===== src/rtl/wrapper_host_driver.sv =====
// wrapper_host_driver: host-side initiator that streams a frame into the network wrapper, issues the info command and collects the result
module wrapper_host_driver #(
  parameter int DATA_W = 19,
  parameter int RES_W = 4,
  parameter int MAX_WORDS = 128,
  parameter int TIMEOUT = 1024,
  parameter int TO_W = 11
) (
  input  logic              clk,
  input  logic              rst,
  input  logic              start_i,
  input  logic [7:0]        read_len_i,
  input  logic [7:0]        count_len_i,
  input  logic              word_valid_i,
  input  logic [DATA_W-1:0] word_data_i,
  input  logic              word_last_i,
  output logic              word_ready_o,
  output logic [1:0]        opcode_o,
  output logic [DATA_W-1:0] data_o,
  input  logic [RES_W-1:0]  result_i,
  input  logic [1:0]        status_i,
  output logic              busy_o,
  output logic              done_o,
  output logic [RES_W-1:0]  result_o,
  output logic [1:0]        err_o,
  output logic              trunc_o
);
  typedef enum logic [2:0] {IDLE, PRE_WAIT, WRITE, INFO, WAIT_BUSY, WAIT_DONE, DONE} state_t;
  state_t r_state, w_next;
  logic [7:0] r_rd, r_cnt, r_wc;
  logic [TO_W-1:0] r_to;
  logic [8:0] w_sum;
  logic w_hs, w_bad, w_full, w_wait, w_exit, w_to_hit;
  assign w_hs = r_state == WRITE && word_valid_i;
  assign w_sum = {1'b0, read_len_i} + {1'b0, count_len_i};
  assign w_bad = w_sum == 9'd0 || w_sum[8];
  assign w_full = r_wc == 8'(MAX_WORDS - 1);
  assign w_wait = r_state inside {PRE_WAIT, WAIT_BUSY, WAIT_DONE};
  assign w_exit = r_state == WAIT_BUSY ? status_i == 2'd1 : status_i != 2'd1;
  assign w_to_hit = w_wait && !w_exit && r_to == TO_W'(TIMEOUT - 1);
  assign word_ready_o = r_state == WRITE;
  always_comb begin
    w_next = r_state;
    case (r_state)
      IDLE:      w_next = !start_i ? IDLE : w_bad ? DONE : status_i == 2'd1 ? PRE_WAIT : WRITE;
      PRE_WAIT:  w_next = w_exit ? WRITE : w_to_hit ? DONE : PRE_WAIT;
      WRITE:     w_next = w_hs && (word_last_i || w_full) ? INFO : WRITE;
      INFO:      w_next = WAIT_BUSY;
      WAIT_BUSY: w_next = w_exit ? WAIT_DONE : w_to_hit ? DONE : WAIT_BUSY;
      WAIT_DONE: w_next = w_exit || w_to_hit ? DONE : WAIT_DONE;
      default:   w_next = IDLE;
    endcase
  end
  always_ff @(posedge clk) r_state <= rst ? IDLE : w_next;
  always_ff @(posedge clk) begin
    if (rst) begin
      opcode_o <= 2'd0;
      data_o <= '0;
      result_o <= '0;
      err_o <= 2'd0;
      trunc_o <= 1'b0;
      busy_o <= 1'b0;
      done_o <= 1'b0;
      r_rd <= 8'd0;
      r_cnt <= 8'd0;
      r_wc <= 8'd0;
      r_to <= '0;
    end else begin
      opcode_o <= w_hs ? 2'd1 : r_state == INFO ? 2'd2 : 2'd0;
      data_o <= w_hs ? word_data_i : r_state == INFO ? DATA_W'({r_cnt, 2'b00, r_rd}) : '0;
      r_wc <= r_state != WRITE ? 8'd0 : r_wc + 8'(w_hs);
      r_to <= w_next != r_state ? '0 : r_to + 1'b1;
      busy_o <= w_next != IDLE;
      done_o <= r_state == DONE;
      if (r_state == IDLE && start_i) begin
        r_rd <= read_len_i;
        r_cnt <= count_len_i;
        err_o <= w_bad ? 2'd1 : 2'd0;
        trunc_o <= 1'b0;
      end
      if (w_hs && w_full && !word_last_i) trunc_o <= 1'b1;
      if (w_to_hit) err_o <= 2'd2;
      if (r_state == WAIT_DONE && w_exit) begin
        err_o <= status_i == 2'd2 ? 2'd0 : 2'd3;
        if (status_i == 2'd2) result_o <= result_i;
      end
    end
  end
endmodule


===== config.mk =====
export PLATFORM = sky130hd
export DESIGN_NAME = wrapper_host_driver
export DESIGN_NICKNAME = d
export VERILOG_FILES = /design/src/rtl/wrapper_host_driver.sv
export SDC_FILE = /design/constraint.sdc
export NUM_CORES = 1
export LEC_CHECK = 0
export BUFFER_PORTS_ARGS = -buffer_cell sky130_fd_sc_hd__buf_2
export CORE_ASPECT_RATIO = 1.4
export CORE_MARGIN = 3
export CORE_UTILIZATION = 40
export DETAILED_ROUTE_END_ITERATION = 6
export SLEW_MARGIN = 40
export SYNTH_ARGS = -nofsm -noshare
export SYNTH_HDL_FRONTEND = slang
export SYNTH_SLANG_ARGS = --single-unit

===== constraint.sdc =====
create_clock -name clk -period 4 [get_ports clk]
set_clock_uncertainty 0.2 [all_clocks]
set_input_delay 1.2 -clock clk [delete_from_list [all_inputs] [get_ports clk]]
set_output_delay 1.2 -clock clk [all_outputs]
set_load 0.02 [all_outputs]

==> metrics.yaml <==
tns_ps: 0
dr_wl_met2_mm: 3.43
hold_ws_ps: 256
synth_edf_count: 0
async_flop_share_pct: 0
drive_gt1_share_pct: 27.2
power_density_nw_per_um2: 434
drtIter0Drc: 97
grt_pass1_wl_mm: 11.2
cp_data_arrival_time_ps: 3330
cts_tree: "built"
clock_path_buffers: 2
yosysWarnings: 0
path_class: "in2reg"
num_io_pins: 77
antenna_found_initial: 0
syn_avg_cell_area_um2: 8.94
cts-root-buf: "clkbuf_8"
vias: 2600
rsz0062_at_grt: "no"
grt_max_degree: 27
synthDistinctLibCells: 51
synth_area_leaders: "dfxtp_1 45%, a21oi_1 6.0%, nand2_1 5.8%, ha_1 5.0%, a22o_1 4.9%"
wl_met3_um: 327
maxSlewHeadroom_pct: 53.0
outcome: "complete, no violations"
post-route-period-util_pct: 82.5
wl_per_cell_um: 13.4
num_rows: 36
start_util_pct: 42.2
drc_errors: 0
firstDrtPassIters: 4
finalPower_uw: 1610
ant_nets: 0
path_clk_slew_ps: 80
finalCriticalPeriod_ps: 3300
r2r_slack_ps: 1420
worstPathRequired_ps: 4030
fillCellCount: 683
areaGrowthSynthToFinish_pct: 22.7
grt_pass1_vias: 2425
clkLatencyLatePin_ps: 340
synth.yosys.seq_area_share_pct: 45.0
gr-total-overflow: 0
drv_cap: 0
clock-sinks: 68
postSynthNetCount: 397
final_hold_viol_count: 0
cts_made_buffers: 9
synth_top_area_share_pct: 45.0
netlist_instances: 338
viasPerCell: 5.06
top_layer: "met4"
coreArea_um2: 7160
ys.flop_type: "dfxtp_1"
ir_drop_mv: 0.214
startpoint_type: "input port"
die_h_um: 109
grt_usage_pct: 16.7
drt-met1-wl_mm: 3.03
p_leak_uw: 0.00160
max_freq_mhz: 303
drv_slew: 0
synth_area_um2: 3020
worstPathMaxFanout: 4
postCtsSetupBuffers: 0
htree_levels: 3
drt-total-wl_mm: 6.91
netlist.top_cell.by_area: "dfxtp_1"
whs_path_depth: 2
nNetsFinal: 473
ff2ff_path_depth: 9
die_x_um: 79.5
hpwl_mm: 5.25
setup_viol_count_final: 0
ctsHoldBuffers: 0
die_area_um2: 8650
crit_path_end_kind: "flop"
num_antenna_cells: 0
cts_resized: 0
hp-class: "reg2reg"
worst_pin_slew_ps: 704
ys_ff_latch: 68
port_buffers: 76
routabilityCongestion: 0.897
## critical path, cell delays in order
cell	delay, ps
buf_2	110
ha_1	230
fa_1	450
a21o_1	200
a221oi_1	400
xnor2_1	110
a211oi_1	270
nand3_1	150
a22o_1	200
## kinds of logic (layout without fill, tap and decap cells)
group	Yosys count	after routing	share of synthesized area [%]
flops	68	68	45.0
compound gates	75	75	16.6
mux	2	2	0.662
buf+inv	22	103	3.27
fa+ha+maj	13	13	5.63
xor+xnor	17	17	4.93
simple gates	141	141	23.9
## synth_stat cells (2+ instances only)
cell      instances
nand2_1          47
and3_1            6
a21oi_1          36
nor2_1           26
xnor2_1           8
nand4_1           5
a22o_1           17
nand3_1          17
clkbuf_1          8
ha_1             12
a21o_1            3
nor2_2            9
o21ai_0           4
xor2_1            9
and2_1            5
buf_2             4
o31ai_1           2
a211oi_1          3
nor3_1            4
nor2b_1           3
nand2b_1          3
dfxtp_1          68
and4_1            2
or3_1             3
inv_1             7
mux2i_1           2
## final cells by class
type	instances	area (µm²)	area share, %
multi-input cells	248	1570	42.3
flip-flops and latches	68	1360	36.7
repair buffers	80	410	11.1
clock buffers	9	124	3.34
well taps	95	119	3.21
clock inverters	7	98.8	2.67
inverters	7	26.3	0.709
## where the power goes
part	switching [µW]	internal [µW]
clock network	268	354
logic	149	98.4
registers	29.7	711
## placed cells by master, fill, tap and decap left out, types with 3 or more instances in the layout
cell type	n
buf_2	76
dfxtp_1	68
nand2_1	47
a21oi_1	36
nor2_1	26
nand3_1	17
a22o_1	17
ha_1	12
xor2_1	9
nor2_2	9
clkbuf_8	9
xnor2_1	8
inv_1	7
and3_1	6
and2_1	5
nand4_1	5
nor3_1	4
o21ai_0	4
buf_4	4
nand2b_1	3
nor2b_1	3
or3_1	3
a211oi_1	3
a21o_1	3
## path summary, 6_finish.rpt
check / startpoint / endpoint
worst max-delay path: read_len_i[0] / r_state[0]$_SDFF_PP0_
worst min-delay path: r_cnt[1]$_SDFFE_PP0P_ / r_cnt[1]$_SDFFE_PP0P_
worst min register to register: r_cnt[1]$_SDFFE_PP0P_ / r_cnt[1]$_SDFFE_PP0P_
worst max register to register: r_state[0]$_SDFF_PP0_ / r_to[10]$_SDFF_PP0_
## flip-flops by register name (all words and copies together) (netlist names)
| signal | cells |
|---|---|
| busy_o | 1 |
| r_wc | 8 |
| r_state | 3 |
| trunc_o | 1 |
| r_to | 11 |
| err_o | 2 |
| opcode_o | 2 |
| r_rd | 8 |
| data_o | 19 |
| done_o | 1 |
| result_o | 4 |
| r_cnt | 8 |
## per-stage QoR
stage,utilization [%],area [µm²],setup slack [ps],cells
after floorplan,-,3020,704,338
after global placement,48.6,3480,429,498
after detailed placement,48.7,3490,368,498
after CTS,51.8,3710,722,514
after global routing,51.8,3710,540,514
final,51.8,3710,701,514
## metal layers
metal | global-route usage [%] | vias up
met1 | 20.1 | 1188
li1 | - | 1346
met5 | 0 | -
met3 | 4.05 | 8
met2 | 27.5 | 58
met4 | 8.23 | 0
Note: power is estimated with default switching activity, not from simulation.
